==> src/rtl/port_in_sync.sv <==
// Input-port front end: synchronise, debounce and flag changes on four external buses.
// Optional PORT_IRQ_EN adds a registered interrupt request gated by irq_mask.
module port_in_sync #(
    parameter int WIDTH       = 8,
    parameter int SYNC_STAGES = 2,
    parameter int DEB_CYCLES  = 4
) (
    input  logic             clk,
    input  logic             reset,
    input  logic [WIDTH-1:0] pin1,
    input  logic [WIDTH-1:0] pin2,
    input  logic [WIDTH-1:0] pin3,
    input  logic [WIDTH-1:0] pin4,
    input  logic [1:0]       s_port,
    input  logic             rd_ack,
    input  logic [3:0]       irq_mask,
    output logic [WIDTH-1:0] i1,
    output logic [WIDTH-1:0] i2,
    output logic [WIDTH-1:0] i3,
    output logic [WIDTH-1:0] i4,
    output logic [3:0]       chg,
    output logic             irq
);

    localparam int CW = $clog2(DEB_CYCLES) + 1;
    localparam logic [CW-1:0] CNT_MAX = CW'(DEB_CYCLES - 1);

    logic [WIDTH-1:0] pin_arr    [4];
    logic [WIDTH-1:0] stable_arr [4];
    logic [3:0]       set_chg;
    logic [3:0]       chg_next;

    assign pin_arr[0] = pin1;
    assign pin_arr[1] = pin2;
    assign pin_arr[2] = pin3;
    assign pin_arr[3] = pin4;

    for (genvar p = 0; p < 4; p++) begin : g_port
        logic [WIDTH-1:0] sync_q [SYNC_STAGES];
        logic [WIDTH-1:0] cand;
        logic [WIDTH-1:0] stable;
        logic [CW-1:0]    cnt;
        logic [WIDTH-1:0] samp;

        assign samp = sync_q[SYNC_STAGES-1];

        always_ff @(posedge clk or negedge reset) begin
            if (!reset) begin
                for (int s = 0; s < SYNC_STAGES; s++) begin
                    sync_q[s] <= '0;
                end
                cand   <= '0;
                cnt    <= '0;
                stable <= '0;
            end else begin
                sync_q[0] <= pin_arr[p];
                for (int s = 1; s < SYNC_STAGES; s++) begin
                    sync_q[s] <= sync_q[s-1];
                end
                // Any change restarts the run; acceptance needs the count to saturate first.
                if (samp != cand) begin
                    cand <= samp;
                    cnt  <= '0;
                end else if (cnt == CNT_MAX && cand != stable) begin
                    stable <= cand;
                end else if (cnt < CNT_MAX) begin
                    cnt <= cnt + 1'b1;
                end
            end
        end

        assign set_chg[p]    = (samp == cand) && (cnt == CNT_MAX) && (cand != stable);
        assign stable_arr[p] = stable;
    end

    assign i1 = stable_arr[0];
    assign i2 = stable_arr[1];
    assign i3 = stable_arr[2];
    assign i4 = stable_arr[3];

    // A set on the same edge as the read acknowledge wins so no update is lost.
    always_comb begin
        chg_next = chg;
        for (int n = 0; n < 4; n++) begin
            if (set_chg[n]) begin
                chg_next[n] = 1'b1;
            end else if (rd_ack && s_port == 2'(n)) begin
                chg_next[n] = 1'b0;
            end
        end
    end

    always_ff @(posedge clk or negedge reset) begin
        if (!reset) begin
            chg <= '0;
        end else begin
            chg <= chg_next;
        end
    end

`ifdef PORT_IRQ_EN
    always_ff @(posedge clk or negedge reset) begin
        if (!reset) begin
            irq <= 1'b0;
        end else begin
            irq <= |(chg_next & irq_mask);
        end
    end
`else
    logic unused_irq_mask;
    assign unused_irq_mask = ^irq_mask;
    assign irq             = 1'b0;
`endif

endmodule

==> config.mk <==
export PLATFORM = sky130hd
export DESIGN_NAME = port_in_sync
export DESIGN_NICKNAME = d
export VERILOG_FILES = /design/src/rtl/port_in_sync.sv
export SDC_FILE = /design/constraint.sdc
export NUM_CORES = 1
export LEC_CHECK = 0
export ABC_AREA = 1
export CAP_MARGIN = 25
export CELL_PAD_IN_SITES_DETAIL_PLACEMENT = 0
export CELL_PAD_IN_SITES_GLOBAL_PLACEMENT = 2
export CORE_ASPECT_RATIO = 1.5
export CORE_UTILIZATION = 37
export CTS_CLUSTER_DIAMETER = 60
export DETAILED_ROUTE_END_ITERATION = 7
export PLACE_DENSITY = 0.84
export SETUP_SLACK_MARGIN = 0.02
export SYNTH_ARGS = -nofsm -noshare
export SYNTH_HDL_FRONTEND = slang
export SYNTH_SLANG_ARGS = --single-unit
==> constraint.sdc <==
create_clock -name clk -period 3.39 [get_ports clk]
set_input_delay 0.339 -clock clk [delete_from_list [all_inputs] [get_ports clk]]
set_output_delay 0.339 -clock clk [all_outputs]
set_load 0.05 [all_outputs]
==> impl_metrics.tcl, run 1 <==
set metrics [dict create \
    tritoncts "done" \
    max-clock-path-buffers 2 \
    design.die.area_um2 15970 \
    ys.warnings.count 0 \
    holdPathStages 0 \
    ioPinCount 78 \
    numCtsBuffers 17 \
    synth_net_count 617 \
    grt_max_degree 67 \
    critical_path.top_delay_family "buffers and inverters" \
    clockRootBuffer "clkbuf_16" \
    slew-limit-headroom 0.5914 \
    cts.repair_timing.setup_buffer_count 0 \
    gp_routability_congestion 0.7048 \
    seq_cells_post_synth 144 \
    global_route_wire_length_before_repair_mm 16.76 \
    overflow 0 \
    worst_setup_path_start_kind "register" \
    place.port_buffers 72 \
    timing.final.max_slew_violations 0 \
    clock_pin_slew_reported_for_the_worst_setup_and_hold_paths_after_clock_tree_synthesis_ps 60 \
    power_density_nw_per_um2 545.6 \
    holdCritPathClass "register to register" \
    tightest_slew_ps 612.9 \
    cp_data_required_time_ps 3050 \
    worstRegToRegCells 9 \
    setup_viol 0 \
    max_cap_viol_count 0 \
    post_synth_inst_count 568 \
    drc 0 \
    synthDistinctLibCells 27 \
    core-area_um2 15070 \
    crit-reg2reg-launch "g_port[1].samp[7]" \
    finalHoldViolations 0 \
    setup_repair_after_global_routing_missed_its_margin "no" \
    ys_seq_area_frac 0.6299 \
    synthAdderAreaFrac 0.01750 \
    drtAntennaViolNets 0 \
    dr.pass1.iters 4 \
    totalNegativeSetupSlack_ps 0 \
    layout-area-overhead-vs-synth_pct 25.63 \
    synth.area.mux_share 0 \
    wl_per_cell_um 11.37 \
    vdd.ir_drop.worst_uv 392.2 \
    final.setup_skew_ps 6.583 \
    min-delay-start "g_port[1].sync_q[8]" \
    path_buf_inv 1 \
    die_h_um 154.3 \
    synth_simple_gate_area_frac 0.1877 \
    final.min_clock_period_ps 1971 \
    placedInstanceArea_um2 6546 \
    antenna_found_initial 1 \
    leakagePower_nw 3.439 \
    fp-row-count 55 \
    initial_utilization 0.3796 \
    endpoint_kind "output port" \
    cts_sinks 144 \
    syn_avg_cell_area_um2 10.07 \
    hold_end "g_port[1].samp[0]" \
    vias_per_cell 4.200 \
    worstSetupPathType "register to output port" \
    clock_tree.htree_level_count 4 \
    r2r_end "i2[7]" \
    cp_cell_sequence "clkdlybuf4s50_1" \
    finish.net_count 674 \
    floorplan.die.width_um 103.5 \
    gr-usage-all-layers 0.1333 \
    data_arrival_time_of_the_worst_path_ps 1630 \
    path_max_fanout 3 \
    setup.reg_to_reg.worst_slack_ps 1720 \
    mappedNetlistArea_um2 5720 \
    grt_pass1_vias 3561 \
    synth_top_family_by_area "simple AND/OR/NAND/NOR gates" \
    outcome "complete, no violations" \
    clock_insertion_delay_worst_skew_ps 400 \
    slowest_delay_ps 830 \
    synth_compound_area_frac 0.03084 \
    cp_slowest_cell "clkdlybuf4s50_1" \
    num_vias 3520 \
    drtIter0Drc 120 \
    final_cell_area_um2 7187 \
    post-route-period-util 0.5815 \
    synth_xor_xnor_area_share 0.06124 \
    hold_ws_ps 345.7 \
    detailedPlacementHpwl_mm 6.783 \
    max_freq_ghz 0.5073 \
    layout-drive-gt1-share 0.1082 \
    route.final.wire_length_mm 9.531 \
]
[worst max path at each step]
stage / from / endpoint / slack, ps / cells after the start
after detailed placement: g_port[1].samp[7] / i2[7] / 1690 / 9
after CTS: i1[1] / i1[1] / 1380 / 1
after floorplan: i1[5] / i1[0] / 1870 / 8
after global routing: i1[1] / i1[1] / 1340 / 1
after global placement: g_port[1].cand[7] / i2[7] / 1710 / 9
final: i1[1] / i1[1] / 1420 / 1
[per-layer routing]
layer | share of wire | vias to the layer above | track usage | wire, um
met2 | 0.51 | 52 | 0.2307 | 4903
met5 | 0 | - | 0 | 0
met4 | 0.014 | 0 | 0.05590 | 129
met1 | 0.43 | 1641 | 0.1528 | 4139
met3 | 0.038 | 9 | 0.04046 | 358
li1 | - | 1818 | - | -
[layout by cell type (no fill, tap or decap), types with 8 or more instances in the layout]
| cell type | netlist | layout |
|---|---|---|
| nor3_1 | 8 | 8 |
| xnor2_1 | 21 | 21 |
| o21ai_2 | 12 | 12 |
| xor2_1 | 19 | 19 |
| ha_1 | 8 | 8 |
| clkdlybuf4s50_1 | 0 | 71 |
| nand2_1 | 182 | 182 |
| o21ai_1 | 9 | 9 |
| nand4_1 | 8 | 8 |
| nor2_1 | 33 | 33 |
| inv_1 | 51 | 51 |
| clkbuf_16 | 0 | 17 |
| inv_2 | 11 | 11 |
| dfrtp_1 | 144 | 144 |
[final cells by class]
| type | count | area [um^2] |
|---|---|---|
| antenna | 1 | 2.502 |
| clock buffer | 19 | 442.9 |
| clock inverter | 13 | 185.2 |
| fill | 1387 | 7884 |
| inverter | 64 | 240.2 |
| multi-input combinational | 323 | 1704 |
| sequential | 144 | 3603 |
| tap | 199 | 249.0 |
| timing repair buffer | 75 | 759.5 |
[stage by stage]
stage | setup slack [ps] | total power, mW | cells | utilization
floorplan | 1872 | 1.925 | 568 | -
global placement | 1708 | 2.013 | 804 | 0.4344
detailed placement | 1692 | 2.017 | 804 | 0.4344
CTS | 1381 | 3.995 | 837 | 0.4767
global route | 1345 | 4.090 | 837 | 0.4767
finish | 1419 | 3.921 | 838 | 0.4769
[power breakdown]
| part | total (mW) | internal (mW) | switching, mW |
|---|---|---|---|
| Sequential | 1.82 | 1.78 | 0.0397 |
| Clock | 1.94 | 1.25 | 0.688 |
| Combinational | 0.162 | 0.0764 | 0.0859 |
[logic make-up (layout without fill, tap and decap cells)]
| kind of cell | Yosys count | in the layout |
|---|---|---|
| xor+xnor | 40 | 40 |
| fa+ha+maj | 8 | 8 |
| buf+inv | 101 | 171 |
| compound gates | 25 | 25 |
| other cells | 1 | 2 |
| simple gates | 249 | 249 |
| flops | 144 | 144 |
[flip-flops by register name, indices dropped and copies added, names as in the netlist]
register	flops
i3	8
g_port.cand	32
g_port.cnt	12
chg	4
i1	8
g_port.sync_q	32
g_port.samp	32
i2	8
i4	8
[synthesized netlist by cell type]
cell | count | area share
nand2_1 | 182 | 0.12
dfrtp_1 | 144 | 0.63
inv_1 | 51 | 0.033
nor2_1 | 33 | 0.022
clkbuf_1 | 32 | 0.021
xnor2_1 | 21 | 0.032
xor2_1 | 19 | 0.029
o21ai_2 | 12 | 0.018
inv_2 | 11 | 0.0072
o21ai_1 | 9 | 0.0079
ha_1 | 8 | 0.017
nand4_1 | 8 | 0.0087
nor3_1 | 8 | 0.0070
nand3_1 | 5 | 0.0044
buf_6 | 4 | 0.0079
nand3_4 | 3 | 0.0092
nor2_4 | 3 | 0.0059
a21oi_1 | 2 | 0.0017
clkinv_1 | 2 | 0.0013
nand2_2 | 2 | 0.0022
nand3_2 | 2 | 0.0035
or2_0 | 2 | 0.0022
a21boi_0 | 1 | 0.0013
a21oi_2 | 1 | 0.0015
buf_4 | 1 | 0.0013
conb_1 | 1 | 0.00066
nor2_8 | 1 | 0.0035
[what timing repair did]
| item | CTS | global route |
|---|---|---|
| endpoints found under the hold margin | 64 | 0 |
| resized for setup | 0 | 0 |
| hold buffers | 1 | 0 |
Power figures use the tool's default switching activity.
==> run 2: changes to the inputs <==
--- a/config.mk
+++ b/config.mk
@@ -10,10 +10,10 @@
 export CELL_PAD_IN_SITES_DETAIL_PLACEMENT = 0
 export CELL_PAD_IN_SITES_GLOBAL_PLACEMENT = 2
 export CORE_ASPECT_RATIO = 1.5
-export CORE_UTILIZATION = 37
+export CORE_UTILIZATION = 31
 export CTS_CLUSTER_DIAMETER = 60
 export DETAILED_ROUTE_END_ITERATION = 7
-export PLACE_DENSITY = 0.84
+export PLACE_DENSITY = 0.75
 export SETUP_SLACK_MARGIN = 0.02
 export SYNTH_ARGS = -nofsm -noshare
 export SYNTH_HDL_FRONTEND = slang
==> constraint.sdc (replaced) <==
create_clock -name clk -period 1.7 [get_ports clk]
set_input_delay 0.17 -clock clk [delete_from_list [all_inputs] [get_ports clk]]
set_output_delay 0.17 -clock clk [all_outputs]
set_load 0.05 [all_outputs]
==> impl_metrics.tcl, run 2 (synthesis results as in run 1) <==
set metrics [dict create \
    outcome "complete, no violations" \
    holdPathStages 1 \
    overflow 0 \
    floorplan.die.width_um 112.9 \
    worst_setup_path_start_kind "register" \
    cts_sinks 144 \
    data_arrival_time_of_the_worst_path_ps 1910 \
    hold_ws_ps 189.9 \
    final_cell_mix "nand2_1 (182), dfrtp_1 (144), inv_1 (51), buf_4 (43), clkdlybuf4s50_1 (35)" \
    drc 0 \
    path_max_fanout 9 \
    timing.final.max_slew_violations 0 \
    layout-drive-gt1-share 0.1713 \
    cp_data_required_time_ps 2050 \
    vdd.ir_drop.worst_uv 563.6 \
    place.port_buffers 72 \
    die_h_um 168.4 \
    setup_viol 0 \
    detailedPlacementHpwl_mm 6.947 \
    worstSetupPathType "register to register" \
    antenna_found_initial 0 \
    grt_pass1_vias 3604 \
    overall_power_mw 7.532 \
    gp_routability_congestion 0.6995 \
    post-route-period-util 0.9141 \
    fin_cells 865 \
    totalNegativeSetupSlack_ps 0 \
    design.die.area_um2 19010 \
    dr.pass1.iters 4 \
    wl_per_cell_um 11.75 \
    tritoncts "done" \
    holdCritPathClass "input pin to register" \
    finish.net_count 686 \
    dpl.cell_count 829 \
    total_area_of_multi_input_combinational_cells_um2 1739 \
    final.setup_skew_ps 5.148 \
    setup_repair_after_global_routing_missed_its_margin "yes" \
    clock_pin_slew_reported_for_the_worst_setup_and_hold_paths_after_clock_tree_synthesis_ps 60 \
    num_antenna_cells 0 \
    fp-row-count 60 \
    worstRegToRegCells 8 \
    gr-usage-all-layers 0.1165 \
    core-area_um2 18020 \
    clockRootBuffer "clkbuf_16" \
    clock_tree.htree_level_count 4 \
    layout-area-overhead-vs-synth_pct 25.46 \
    ioPinCount 78 \
    endpoint_kind "register" \
    final.fill_count 1731 \
    vias_per_cell 4.214 \
    finalHoldViolations 0 \
    initial_utilization 0.3175 \
    leakagePower_nw 3.540 \
    numCtsBuffers 17 \
    final.min_clock_period_ps 1554 \
    layout.cells.most_common "nand2_1" \
    drtAntennaViolNets 0 \
    max_cap_viol_count 0 \
    num_vias 3645 \
    route.final.wire_length_mm 10.16 \
    max_freq_ghz 0.6435 \
    max-clock-path-buffers 2 \
    global_route_wire_length_before_repair_mm 17.03 \
    power_density_nw_per_um2 1049 \
    drtIter0Drc 114 \
    register_area_um2 3603 \
    grt_max_degree 43 \
    clock_insertion_delay_worst_skew_ps 410 \
]
run 2: cell types whose count changed in the layout (fill, tap and decap cells not counted), moves of 2 or more:
cell	previous run	this run
clkdlybuf4s50_1	71	35
buf_4	1	43
bufinv_16	4	2
dlygate4sd2_1	0	3
nand3_4	3	5
run 2: routing by layer:
metal | part of all wire | wire (um) | global-route usage | vias up
met5 | 0 | 0 | 0 | -
met1 | 0.43 | 4350 | 0.1350 | 1722
met3 | 0.034 | 341 | 0.03636 | 15
li1 | - | - | - | 1848
met2 | 0.52 | 5234 | 0.1924 | 60
met4 | 0.023 | 235 | 0.06178 | 0
run 2: stage by stage:
| step | utilization | worst slack (ps) | instance area (um^2) |
|---|---|---|---|
| final | 0.3983 | 145.9 | 7177 |
| after CTS | 0.3951 | 23.78 | 7119 |
| after global routing | 0.3983 | 13.01 | 7177 |
| after global placement | 0.3636 | 71.72 | 6551 |
| after detailed placement | 0.3636 | 38.86 | 6551 |
| after floorplan | - | 181.7 | 5720 |
run 2: critical path, cell delays in order, from the launching register on:
cell	delay [ps]
dfrtp_1	410
or2_0	210
a21oi_1	180
nand2_2	130
nor2_8	160
nand3_4	160
nand2_1	130
nand2_1	50
nand2_1	50
run 2: repair_timing:
| action | in CTS | in global routing |
|---|---|---|
| resized for setup | 3 | 2 |
| setup endpoints to repair | 3 | 19 |
| pin swaps | 0 | 2 |
| gates cloned | 0 | 2 |
| hold buffers | 1 | 0 |
| endpoints found under the hold margin | 37 | 0 |
| setup buffers | 0 | 3 |
run 2: cell type report:
class                      instances  share of cell area
timing repair buffer              85              0.1060
inverter                          64             0.03347
clock inverter                    10             0.01604
sequential                       144              0.5021
clock buffer                      20             0.06224
tap                              217             0.03783
multi-input combinational        325              0.2423
run 2: path summary, 6_finish.rpt:
check / start / to / slack (ps)
worst max-delay path: g_port[0].cand[0] / g_port[0].cnt[0] / 150
min in group asynchronous: reset / g_port[2].sync_q[14] / 230
max in group asynchronous: reset / g_port[1].cnt[1] / 910
worst min-delay path: pin3[3] / g_port[2].sync_q[11] / 190
worst max register to register: g_port[0].cand[0] / g_port[0].cnt[0] / 150
worst min register to register: g_port[3].sync_q[11] / g_port[3].samp[3] / 350
run 2: power breakdown:
group	internal, mW	switching, mW	total [mW]
registers	3.55	0.0766	3.62
clock network	2.18	1.40	3.57
logic	0.161	0.177	0.338
==> run 3: changes to the inputs <==
--- a/config.mk
+++ b/config.mk
@@ -9,12 +9,12 @@
 export CAP_MARGIN = 25
 export CELL_PAD_IN_SITES_DETAIL_PLACEMENT = 0
 export CELL_PAD_IN_SITES_GLOBAL_PLACEMENT = 2
-export CORE_ASPECT_RATIO = 1.5
 export CORE_UTILIZATION = 31
 export CTS_CLUSTER_DIAMETER = 60
 export DETAILED_ROUTE_END_ITERATION = 7
 export PLACE_DENSITY = 0.75
 export SETUP_SLACK_MARGIN = 0.02
+export SLEW_MARGIN = 10
 export SYNTH_ARGS = -nofsm -noshare
 export SYNTH_HDL_FRONTEND = slang
 export SYNTH_SLANG_ARGS = --single-unit
==> impl_metrics.tcl, run 3 (synthesis results as in run 1) <==
set metrics [dict create \
    cp_cell_sequence "or2_0 > a21oi_2 > nand2_2 > nor2_8 > nand3_2 > nand2_1 > o21ai_2" \
    leakagePower_nw 3.549 \
    grt_pass1_vias 3428 \
    ioPinCount 78 \
    fp-row-count 49 \
    global_route_wire_length_before_repair_mm 16.70 \
    data_arrival_time_of_the_worst_path_ps 1880 \
    drc 0 \
    detailedPlacementHpwl_mm 7.022 \
    gr-usage-all-layers 0.1174 \
    clockRootBuffer "clkbuf_16" \
    post-route-worst-setup-slack_ps 120.2 \
    final_cell_area_um2 7241 \
    outcome "complete, no violations" \
    clock_tree.htree_level_count 4 \
    timing.final.max_slew_violations 0 \
    holdCritPathClass "input pin to register" \
    design.die.area_um2 19000 \
    setup_repair_after_global_routing_missed_its_margin "yes" \
    final_cell_mix "nand2_1 (182), dfrtp_1 (144), inv_1 (51), buf_4 (45), clkdlybuf4s50_1 (35)" \
    cts_sinks 144 \
    dr.pass1.iters 4 \
    final.min_clock_period_ps 1580 \
    drtIter0Drc 185 \
    drtAntennaViolNets 0 \
    initial_utilization 0.3174 \
    numCtsBuffers 17 \
    placedInstanceArea_um2 6559 \
    setup_viol 0 \
    route.final.wire_length_mm 10.61 \
    clock_pin_slew_reported_for_the_worst_setup_and_hold_paths_after_clock_tree_synthesis_ps 60 \
    vdd.ir_drop.worst_uv 624.5 \
    layout-area-overhead-vs-synth_pct 26.57 \
    path_max_fanout 7 \
    grt_max_degree 48 \
    layout-drive-gt1-share 0.1782 \
    worstRegToRegCells 7 \
    gp_routability_congestion 0.7315 \
    worstSetupPathType "register to register" \
    wl_per_cell_um 12.06 \
    final.setup_skew_ps 10.98 \
    finalHoldViolations 0 \
    worst_setup_path_start_kind "register" \
    post-route-period-util 0.9293 \
    max_freq_ghz 0.6330 \
    die_h_um 137.8 \
    floorplan.die.width_um 137.8 \
    max_cap_viol_count 0 \
    finish.net_count 687 \
    clock_insertion_delay_worst_skew_ps 420 \
    cp_data_required_time_ps 2000 \
    endpoint_kind "register" \
    antenna_found_initial 0 \
    place_ws_ps 35.71 \
    overall_power_mw 7.702 \
    vias_per_cell 4.180 \
    num_vias 3678 \
    overflow 0 \
    tritoncts "done" \
    holdPathStages 1 \
    cp_slowest_cell "dfrtp_1" \
    core-area_um2 18020 \
    hold_ws_ps 184.5 \
    num_antenna_cells 0 \
    layout.cells.most_common "nand2_1" \
    place.port_buffers 72 \
    slowest_delay_ps 410 \
    power_density_nw_per_um2 1064 \
    max-clock-path-buffers 2 \
]
[run 3: cell types whose count changed in the layout (fill, tap and decap cells not counted)]
cell | before | now
clkinvlp_4 | 3 | 0
dlygate4sd2_1 | 3 | 0
buf_4 | 43 | 45
clkbuf_1 | 2 | 4
a21oi_1 | 2 | 1
a21oi_2 | 1 | 2
bufinv_16 | 2 | 3
clkinv_2 | 3 | 4
clkinv_4 | 2 | 3
nand3_2 | 2 | 3
nand3_4 | 5 | 6
[run 3: path summary, 6_finish.rpt]
kind,to,slack (ps),start
max,i1[3],120,g_port[0].cand[6]
min,g_port[2].sync_q[8],180,pin3[0]
max reg2reg,i1[3],120,g_port[0].cand[6]
min reg2reg,g_port[0].samp[6],340,g_port[0].sync_q[14]
max in group asynchronous,g_port[2].cand[3],860,reset
min in group asynchronous,i1[7],220,reset
[run 3: critical path, delay by kind of cell (launching register included)]
family / cells / cell delay, ps
and+or+nand+nor: 5 / 850
DFF: 1 / 410
AOI/OAI and AO/OA: 2 / 200
[run 3: routing by layer]
layer,vias up,track usage,wire length [um]
li1,1846,-,-
met4,0,0.05616,200
met3,17,0.03569,336
met5,-,0,0
met2,64,0.1742,4897
met1,1751,0.1554,5179
[run 3: what timing repair did]
| item | 4_1_cts | 5_1_grt |
|---|---|---|
| setup endpoints to repair | 1 | 28 |
| buffers inserted | 1 | 1 |
| gates cloned | 0 | 4 |
| hold buffers | 1 | 0 |
| hold endpoints to repair | 46 | 0 |
| pin swaps | 0 | 2 |
| gates resized for setup | 0 | 4 |
[run 3: per-stage QoR]
step | utilization | cells | setup TNS (ps)
2_1_floorplan | - | 568 | 0
3_3_place_gp | 0.3639 | 841 | 0
3_5_place_dp | 0.3639 | 841 | 0
4_1_cts | 0.3976 | 875 | 0
5_1_grt | 0.4017 | 880 | -15.02
6_report | 0.4017 | 880 | 0
[run 3: area by class of cell]
type | instances | area, um^2
well taps | 229 | 286.5
flip-flops and latches | 144 | 3603
repair buffers | 84 | 749.5
fillers | 1750 | 10780
clock inverters | 10 | 136.4
inverters | 64 | 240.2
multi-input cells | 327 | 1770
clock buffers | 22 | 454.2
[run 3: power by group]
group / total (mW) / internal (mW) / switching (mW)
Clock: 3.73 / 2.34 / 1.39
Sequential: 3.62 / 3.55 / 0.0775
Combinational: 0.344 / 0.161 / 0.182
Total: 7.70 / 6.05 / 1.65
